--- src/rtl/debug_dump_sequencer.sv ---
// Streams a post-run debug dump to the host over tx_uart: PC and cycle-count snapshots,
// then every register and every data-memory word, each sent as four bytes, LSB byte first.
module debug_dump_sequencer #(
  parameter int NB_DATA     = 32,
  parameter int NB_REG      = 5,
  parameter int N_REGISTER  = 32,
  parameter int NB_MEM_ADDR = 7,
  parameter int N_MEM_WORDS = 32
) (
  input  logic                   clock_i,
  input  logic                   reset_i,
  input  logic                   start_i,
  input  logic [NB_DATA-1:0]     pc_i,
  input  logic [NB_DATA-1:0]     cycle_count_i,
  output logic [NB_REG-1:0]      reg_addr_o,
  input  logic [NB_DATA-1:0]     reg_data_i,
  output logic [NB_MEM_ADDR-1:0] mem_addr_o,
  input  logic [NB_DATA-1:0]     mem_data_i,
  output logic [7:0]             tx_data_o,
  output logic                   tx_start_o,
  input  logic                   tx_done_i,
  output logic                   busy_o,
  output logic                   done_o
);

  localparam logic [6:0] REG_FIRST = 7'd2;
  localparam logic [6:0] REG_LAST  = 7'(N_REGISTER + 1);
  localparam logic [6:0] MEM_FIRST = 7'(N_REGISTER + 2);
  localparam logic [6:0] LAST_IDX  = 7'(N_REGISTER + N_MEM_WORDS + 1);

  typedef enum logic [2:0] {
    ST_IDLE = 3'd0,
    ST_ADDR = 3'd1,
    ST_LOAD = 3'd2,
    ST_SEND = 3'd3,
    ST_WAIT = 3'd4,
    ST_NEXT = 3'd5,
    ST_DONE = 3'd6
  } state_t;

  state_t                 state_r;
  logic [6:0]             idx_r;
  logic [1:0]             byte_cnt_r;
  logic [NB_DATA-1:0]     pc_snap_r;
  logic [NB_DATA-1:0]     cyc_snap_r;
  logic [NB_DATA-1:0]     shift_r;
  logic [NB_DATA-1:0]     src_s;
  logic [NB_REG-1:0]      reg_addr_r;
  logic [NB_MEM_ADDR-1:0] mem_addr_r;
  logic [7:0]             tx_data_r;
  logic                   tx_start_r;
  logic                   busy_r;
  logic                   done_r;

  function automatic logic [NB_REG-1:0] reg_addr_of(input logic [6:0] idx);
    if ((idx >= REG_FIRST) && (idx <= REG_LAST)) begin
      reg_addr_of = NB_REG'(idx - REG_FIRST);
    end else begin
      reg_addr_of = '0;
    end
  endfunction

  function automatic logic [NB_MEM_ADDR-1:0] mem_addr_of(input logic [6:0] idx);
    if ((idx >= MEM_FIRST) && (idx <= LAST_IDX)) begin
      mem_addr_of = NB_MEM_ADDR'(idx - MEM_FIRST);
    end else begin
      mem_addr_of = '0;
    end
  endfunction

  // Word source for the current index; read data has settled by the LOAD cycle
  always_comb begin
    src_s = mem_data_i;
    if (idx_r == 7'd0) begin
      src_s = pc_snap_r;
    end else if (idx_r == 7'd1) begin
      src_s = cyc_snap_r;
    end else if (idx_r <= REG_LAST) begin
      src_s = reg_data_i;
    end else begin
      src_s = mem_data_i;
    end
  end

  // Dump sequencer with registered read addresses and UART handshake outputs
  always_ff @(posedge clock_i) begin
    if (reset_i) begin
      state_r    <= ST_IDLE;
      idx_r      <= 7'd0;
      byte_cnt_r <= 2'd0;
      pc_snap_r  <= '0;
      cyc_snap_r <= '0;
      shift_r    <= '0;
      reg_addr_r <= '0;
      mem_addr_r <= '0;
      tx_data_r  <= 8'd0;
      tx_start_r <= 1'b0;
      busy_r     <= 1'b0;
      done_r     <= 1'b0;
    end else begin
      tx_start_r <= 1'b0;
      done_r     <= 1'b0;
      case (state_r)
        ST_IDLE: begin
          if (start_i) begin
            pc_snap_r  <= pc_i;
            cyc_snap_r <= cycle_count_i;
            idx_r      <= 7'd0;
            reg_addr_r <= reg_addr_of(7'd0);
            mem_addr_r <= mem_addr_of(7'd0);
            busy_r     <= 1'b1;
            state_r    <= ST_ADDR;
          end else begin
            state_r <= ST_IDLE;
          end
        end
        ST_ADDR: state_r <= ST_LOAD;
        ST_LOAD: begin
          shift_r    <= src_s;
          tx_data_r  <= src_s[7:0];
          tx_start_r <= 1'b1;
          byte_cnt_r <= 2'd0;
          state_r    <= ST_SEND;
        end
        ST_SEND: state_r <= ST_WAIT;
        ST_WAIT: begin
          if (tx_done_i) begin
            if (byte_cnt_r == 2'd3) begin
              state_r <= ST_NEXT;
            end else begin
              shift_r    <= {8'd0, shift_r[NB_DATA-1:8]};
              tx_data_r  <= shift_r[15:8];
              tx_start_r <= 1'b1;
              byte_cnt_r <= byte_cnt_r + 2'd1;
              state_r    <= ST_SEND;
            end
          end else begin
            state_r <= ST_WAIT;
          end
        end
        ST_NEXT: begin
          if (idx_r == LAST_IDX) begin
            done_r  <= 1'b1;
            state_r <= ST_DONE;
          end else begin
            // Addresses follow the new index so they are valid for the whole ADDR/LOAD pair
            idx_r      <= idx_r + 7'd1;
            reg_addr_r <= reg_addr_of(idx_r + 7'd1);
            mem_addr_r <= mem_addr_of(idx_r + 7'd1);
            state_r    <= ST_ADDR;
          end
        end
        ST_DONE: begin
          busy_r  <= 1'b0;
          state_r <= ST_IDLE;
        end
        default: begin
          busy_r  <= 1'b0;
          state_r <= ST_IDLE;
        end
      endcase
    end
  end

  assign reg_addr_o = reg_addr_r;
  assign mem_addr_o = mem_addr_r;
  assign tx_data_o  = tx_data_r;
  assign tx_start_o = tx_start_r;
  assign busy_o     = busy_r;
  assign done_o     = done_r;

endmodule

--- config.mk ---
export PLATFORM = sky130hd
export DESIGN_NAME = debug_dump_sequencer
export DESIGN_NICKNAME = d
export VERILOG_FILES = /design/src/rtl/debug_dump_sequencer.sv
export SDC_FILE = /design/constraint.sdc
export NUM_CORES = 1
export LEC_CHECK = 0
export ABC_AREA = 1
export ABC_CLOCK_PERIOD_IN_PS = 2000
export CAP_MARGIN = 30
export CORE_AREA = 2 2 147 149
export CTS_CLUSTER_SIZE = 12
export DETAILED_ROUTE_END_ITERATION = 7
export DIE_AREA = 0 0 149 151
export HOLD_SLACK_MARGIN = 0.03
export PLACE_DENSITY = 0.57
export REMOVE_ABC_BUFFERS = 1
export SYNTH_ARGS = -nofsm -noshare
export SYNTH_HDL_FRONTEND = slang
export SYNTH_SLANG_ARGS = --single-unit
--- constraint.sdc ---
create_clock -name clock_i -period 2 [get_ports clock_i]
set_input_delay 0.4 -clock clock_i [delete_from_list [all_inputs] [get_ports clock_i]]
set_output_delay 0.4 -clock clock_i [all_outputs]
set_load 0.05 [all_outputs]
* Yosys cells after proc, flatten, opt, wreduce, memory -nomap -nowiden
Index checks and enable logic that the tools add are counted.
Word-level totals: flip-flop bits (word level) 131, bits in latches 0, RAM bits 0, ROM bits 0, output and inout port bits 23, word-level logic and storage cells 80, memories kept 0
Operators by class: $add $sub $neg 4, multiply operators 0, div/mod/pow operators 0, $lt $le $gt $ge 5, equal/unequal tests 12, shift-type cells 0, muxes and demuxes 33, bitwise gates (word level) 2, reduce and logical (&&, ||, !) cells 12
Operator list (number):
- 32-bit 2-to-1 mux | 5
- 32-bit case mux with 2 select lines | 1
- 7-bit 2-to-1 mux | 4
- 7-bit case mux with 2 select lines | 2
- 3-bit case mux with 6 select lines | 1
- 8-bit 2-to-1 mux | 2
- 8-bit case mux with 2 select lines | 1
- 5-bit 2-to-1 mux | 3
- 7-bit by 6-bit less-or-equal comparator with 1-bit output, second input constant | 2
- 5-bit case mux with 2 select lines | 1
- 3-bit 2-to-1 mux | 3
- 2-bit inequality test, second input constant | 4
- 7-bit by 1-bit adder with 7-bit output, second input constant | 1
- 7-bit by 1-bit equality test with 1-bit output, second input constant | 1
- 7-bit equality test, second input constant | 1
- 7-bit by 2-bit greater-or-equal comparator with 1-bit output, second input constant | 1
- 7-bit by 6-bit greater-or-equal comparator with 1-bit output, second input constant | 1
- 7-bit less-or-equal comparator, second input constant | 1
- 7-bit zero test | 1
- 7-bit by 6-bit subtractor with 7-bit output, second input constant | 1
- 3-bit by 2-bit equality test with 1-bit output, second input constant | 2
- 3-bit equality test, second input constant | 2
- 3-bit AND reduction | 2
- 1-bit 2-to-1 mux | 5
- other kinds (14) | 20

* Longest topological paths before layout
Gate-level depths: netlist (run 1).
depth in word-level cells 6, gate-level depth with buffers 13, mapped depth without buffers 13

* Worst setup path after synthesis (run 1)
No wires, ideal clock.
path type register to register, from register idx_r[0], to register mem_addr_r[3] (netlist: mem_addr_o[3]), setup time 70 ps, arrival time 1767 ps, setup slack 163 ps, cell stages (with the launch flop) 10, buffers on the path 1, cells stage by stage dfxtp_1 -> buf_4 -> inv_2 -> ha_1 -> inv_1 -> ha_1 -> or2_2 -> a21oi_1 -> nand3_1 -> a21oi_1
Between the ends: word-level cells in the longest chain between the ends 6, elaborated cells on any way between the ends 11
Ends and longest elaborated chain:
- start: declaration | line 42 | logic [6:0] idx_r;
- start signal: assignment | line 147 | idx_r <= idx_r + 7'd1;
- 7-bit by 1-bit adder with 7-bit output | line 149 | mem_addr_r <= mem_addr_of(idx_r + 7'd1);
- 7-bit by 6-bit greater-or-equal comparator with 1-bit output / 7-bit less-or-equal comparator (equally long branches) | line 64 | if ((idx >= MEM_FIRST) && (idx <= LAST_IDX)) begin
- 1-bit logical AND | line 64
- 7-bit 2-to-1 mux | line 64
- 7-bit 2-to-1 mux | line 142 | if (idx_r == LAST_IDX) begin
- 7-bit case mux with 2 select lines | line 103 | case (state_r)
- end signal: assignment | line 110 | mem_addr_r <= mem_addr_of(7'd0);
- end signal: assignment | line 149
- end: declaration | line 49 | logic [NB_MEM_ADDR-1:0] mem_addr_r;
Several ways; a longest one is shown, not always the timed one. The select of a mux whose other input is x is not followed. A chain may end at the register's enable or synchronous reset.

==> results.md, run 1 <==
- Outcome: complete, no violations
- TritonCTS clock tree: yes
- Final instance area: 0.00870 mm2
- GR Util All Layers: 17.4%
- Clock Skew: 10.9 ps
- Number of warnings issued by yosys: 0
- Final setup vio count: 0
- Synth cell types: 34
- Fraction of layout instances using a drive strength above 1: 10.8%
- Max-Cap Viols: 0
- Congestion Overflow GR: 0
- CP bufs+invs: 1
- Via density per instance: 4.65
- Core Area: 0.0208 mm2
- Starting density of the core: 29.9%
- Remaining antenna violation count: 0
- CP Cell Sequence: clkdlybuf4s50_1
- Clock buffer depth: 2
- Detailed Routing Iterations Pass 1: 5
- Post-DP Area: 0.00807 mm2
- Max VDD drop: 0.459 mV
- Final setup margin: 35.4 ps
- Power Density: 810 mW/mm2
- Die Span Y: 151 um
- Area grow syn2layout: 40.0%
- Port Buffer Count: 154
- Post-CTS setup repair buffer count: 0
- Vias: 6250
- Die Wd: 149 um
- FMAX: 509 MHz
- CP Capture Type: output port
- Setup WS pre-CTS: -10.9 ps
- Post-route clock period utilization: 98.2%
- Initial antenna violation count: 0
- Hold WC Path Type: reg2reg
- DRC viols: 0
- H-tree Lvls: 4
- CP delay by family, top: buffers and inverters
- Initial DRC count: 335
- Final #Nets: 1193
- Required @ worst endpoint: 1600 ps
- Synth Instances: 920
- Reg clk slew, reported paths: 50 ps
- CTS root buf: clkbuf_16
- Post-layout util: 41.8%
- Worst-Margin Slew: 543 ps
- Pin count of the biggest net entering global routing: 58
- Clk sinks: 123
- Diodes inserted: 0
- Drt total wl: 19400 um
- Slowest CP cell: clkdlybuf4s50_1
- Tmin final: 1960 ps
- Max transition margin: 63.7%
- CTS buffer count: 17
- Post-synthesis sequential area ratio: 39.6%
- FP Rows: 53
- RD Place Congestion: 0.825
- Clock insertion delay at the later pin of the skew report: 420 ps
- Final hold viol count: 0
- Post-Syn Area: 0.00622 mm2
- Slowest cell delay on critical path: 810 ps
- Critical-path maximum fanout: 2
- Total chip power: 7.05 mW
- Routed wire per std cell: 14.4 um
- Die ar.: 0.0225 mm2
- Vias in the first global route: 6009
- Critical path class: reg2out
- Post-synthesis register bit count: 123
- Post-detail-place hpwl: 13100 um
- Min Hold Slack: 450 ps
- Crit path arrival time: 1560 ps
- # IOs: 155
- Max Slew Vio Count: 0
- Global-route wire length before repair: 30700 um
- Post-Syn Area per Cell: 6.76 um2
- Leakage: 3.66 nW
- Setup crit start kind: flip-flop
-- through the flow --
stage	std cells	TNS, ps
6_report	1343	0
2_1_floorplan	855	-23010
3_3_place_gp	1311	0
4_1_cts	1343	0
5_1_grt	1343	-1.59
3_5_place_dp	1311	-20.9
-- state kept, by name (all words and copies together), names as in the netlist --
register    cells
busy_o          1
cyc_snap_r     32
pc_snap_r      32
idx_r           7
tx_start_o      1
done_o          1
shift_r        32
reg_addr_o      5
byte_cnt_r      2
mem_addr_o      7
state_r         3
-- power by group --
part	switching, mW	internal [mW]
Sequential	0.0892	2.68
Combinational	0.675	0.547
Clock	1.13	1.93
Total	1.89	5.15
-- cell type report --
type | instances | area, um2
clock buffers | 22 | 474
clock inverters | 10 | 116
fillers | 2205 | 12100
inverters | 95 | 362
multi-input cells | 637 | 3110
flip-flops and latches | 123 | 2460
well taps | 275 | 344
repair buffers | 181 | 1830
-- timing repair --
action | 4_1_cts | 5_1_grt
endpoints found under the hold margin | 0 | 0
pin swaps | 0 | 3
endpoints found under the setup margin | 4 | 17
hold buffers | 0 | 0
resized for setup | 3 | 12
cloned | 0 | 0
-- synth_stat cells --
cell | count | share of area, %
o21a_1 | 1 | 0.12
dfxtp_1 | 123 | 40
buf_4 | 10 | 1.2
nor2_2 | 7 | 0.70
or2_2 | 4 | 0.40
o21ai_0 | 72 | 5.8
or2_1 | 4 | 0.40
o21bai_1 | 1 | 0.12
a21oi_1 | 186 | 15
a31oi_1 | 3 | 0.30
nand3_2 | 2 | 0.32
clkbuf_1 | 37 | 2.2
ha_1 | 6 | 1.2
clkbuf_2 | 1 | 0.080
a21oi_2 | 1 | 0.14
a32o_1 | 1 | 0.16
nand2_4 | 2 | 0.36
nand3_1 | 59 | 4.8
nand2_2 | 10 | 1.0
inv_4 | 2 | 0.20
inv_2 | 9 | 0.54
buf_6 | 3 | 0.54
nand4_1 | 5 | 0.50
o211ai_1 | 2 | 0.24
buf_1 | 1 | 0.060
or2_0 | 16 | 1.6
nor2_1 | 18 | 1.1
buf_2 | 13 | 1.0
a31oi_4 | 1 | 0.34
o21ai_1 | 1 | 0.080
nand2_1 | 231 | 14
nor3_4 | 1 | 0.26
inv_1 | 84 | 5.1
nor2_4 | 3 | 0.54
-- cell families (layout without fill, tap and decap cells) --
logic type                 Yosys count  after routing  share of synthesized area [%]
adders and majority gates            6              6                           1.21
buffers and inverters              160            308                           11.0
and+or+nand+nor                    362            362                           25.9
AOI/OAI and AO/OA                  269            269                           22.3
DFF                                123            123                           39.6
-- layout by cell type (no fill, tap or decap), types with 2 or more instances in the layout --
cell type and n:
a21oi_1 186, a31oi_1 3, buf_12 8, buf_4 26, bufinv_16 2, clkbuf_1 2
clkbuf_16 17, clkbuf_8 3, clkdlybuf4s50_1 140, clkinv_2 3, clkinv_4 3, clkinvlp_4 2
dfxtp_1 122, dlymetal6s2s_1 5, ha_1 4, inv_1 83, inv_2 10, inv_4 2
nand2_1 228, nand2_2 12, nand2_4 3, nand3_1 59, nand4_1 5, nor2_1 17
nor2_2 8, nor2_4 3, o211ai_1 2, o21ai_0 72, or2_0 16, or2_1 4
or2_2 4
-- routing by layer --
layer / global-route usage (%) / share of wire, %
met5: 0 / 0
met1: 23.1 / 47
met3: 3.43 / 5.1
met4: 5.43 / 1.2
met2: 28.4 / 46
-- final timing paths --
| check | start | endpoint | slack (ps) | depth (start not counted) |
|---|---|---|---|---|
| max | shift_r[2] | tx_data_o[2] | 40 | 1 |
| max reg2reg | idx_r[1] | reg_addr_o[4] | 140 | 13 |
| min | pc_snap_r[29] | pc_snap_r[29] | 450 | 2 |
| min reg2reg | pc_snap_r[29] | pc_snap_r[29] | 450 | 2 |
Power figures use the tool's default switching activity.
==> run 2, diff against run 1 <==
Settings changed: CAP_MARGIN 30 to default, CORE_AREA 2 2 147 149 to 10 10 155 157, DIE_AREA 0 0 149 151 to 0 0 165 167, SLEW_MARGIN from default to 10.
==> results.md, run 2 (synthesized netlist as in run 1, its figures left out) <==
- Outcome: complete, no violations
- Clock buffer depth: 2
- Congestion Overflow GR: 0
- Total chip power: 7.42 mW
- Reg power frac: 37.2%
- H-tree Lvls: 4
- Post-layout util: 42.2%
- Die Wd: 165 um
- GR Util All Layers: 14.5%
- Detailed Routing Iterations Pass 1: 5
- Fraction of layout instances using a drive strength above 1: 11.2%
- Clock Skew: 5.68 ps
- Final #Nets: 1194
- Area grow syn2layout: 41.3%
- Fillers: 2183
- Tmin final: 1960 ps
- Comb power frac: 16.5%
- Diodes inserted: 0
- Reg-to-reg slack, setup: 200 ps
- Setup TNS: 0 ps
- Final hold viol count: 0
- Worst-Margin Slew: 548 ps
- Regs by FF count: cyc_snap_r x32, pc_snap_r x32, shift_r x32
- DRC viols: 0
- Pint: 5.47 mW
- Net Sw Power: 1.95 mW
- Post-DP Area: 0.00806 mm2
- Post-detail-place hpwl: 14400 um
- Power Density: 845 mW/mm2
- Initial DRC count: 332
- Slowest cell delay on critical path: 820 ps
- Clk pwr share: 46.3%
- Register Area: 0.00247 mm2
- RD Place Congestion: 0.861
- # IOs: 155
- Commonest cells after routing, fill and taps aside: nand2_1, a21oi_1, clkdlybuf4s50_1
- Sw Ratio: 26.3%
- CTS buffer count: 17
- Setup crit start kind: flip-flop
- Critical path class: reg2out
- Vias: 6253
- Global-route wire length before repair: 32200 um
- Die ar.: 0.0276 mm2
- CP Capture Type: output port
- Vias in the first global route: 5969
- Pin count of the biggest net entering global routing: 52
- Required @ worst endpoint: 1600 ps
- Post-CTS setup repair buffer count: 0
- CTS root buf: clkbuf_16
- Hold_buf cts: 0
- Max Slew Vio Count: 0
- RSZ-0062 raised after global routing: false
- Routed wire per std cell: 15.4 um
- Clock insertion delay at the later pin of the skew report: 420 ps
- Hold WC Path Type: in2reg
- Final setup vio count: 0
- Max VDD drop: 0.608 mV
- Min Hold Slack: 405 ps
- Final instance area: 0.00878 mm2
- Crit path arrival time: 1560 ps
- Via density per instance: 4.65
- CP Cell Sequence: clkdlybuf4s50_1
- Max transition margin: 63.4%
- Drt total wl: 20700 um
- Post-route clock period utilization: 97.8%
- CP bufs+invs: 1
- Starting density of the core: 29.9%
- FMAX: 511 MHz
- Remaining antenna violation count: 0
- Reg clk slew, reported paths: 60 ps
- Multi-input gate area: 0.00310 mm2
- Slowest CP cell: clkdlybuf4s50_1
- Clk sinks: 123
- TritonCTS clock tree: yes
- Leakage: 3.73 nW
- CP delay by family, top: buffers and inverters
- Critical-path maximum fanout: 2
- Initial antenna violation count: 0
- Port Buffer Count: 154
- Core Area: 0.0208 mm2
- Max-Cap Viols: 0
- FP Rows: 53
- Die Span Y: 167 um
- Most common cell after layout, fill and taps aside: nand2_1
==> run 2: final timing paths <==
kind | start | end | cells past startpoint
setup / recovery | shift_r[2] | tx_data_o[2] | 1
hold / removal | reset_i | pc_snap_r[16] | 2
setup reg to reg | idx_r[0] | mem_addr_o[6] | 12
hold reg to reg | pc_snap_r[28] | pc_snap_r[28] | 2
==> run 2: final cells by class <==
| class | instances | area share, % |
|---|---|---|
| multi-input combinational | 637 | 35.3 |
| clock inverter | 14 | 2.46 |
| sequential | 123 | 28.1 |
| timing repair buffer | 182 | 21.0 |
| tap | 275 | 3.92 |
| clock buffer | 18 | 5.00 |
| inverter | 95 | 4.12 |
==> run 2: metal layers <==
layer	vias to the layer above	global-route usage (%)	wire length [um]
met5	-	0	0
met4	0	3.93	203
met3	15	4.02	1300
met2	141	23.0	9650
met1	2831	18.8	9600
li1	3266	-	-
==> run 2: power by group through the flow <==
stage	registers [mW]	logic, mW	clock network (mW)
after global routing	2.78	1.37	3.61
after CTS	2.76	1.24	3.51
after floorplan	2.89	0.554	0
after detailed placement	2.81	1.24	0
after global placement	2.81	1.23	0
final	2.76	1.22	3.44
==> run 2: what timing repair did <==
action,CTS,global route
cloned,0,1
hold endpoints to repair,0,0
resized for setup,4,16
setup endpoints to repair,4,48
pin swaps,0,0
==> run 2: stage by stage <==
stage | std cells | worst slack [ps]
final | 1344 | 43.0
after global routing | 1344 | 1.92
after CTS | 1343 | 0.222
after detailed placement | 1311 | 14.6
after global placement | 1311 | 77.6
after floorplan | 855 | -606
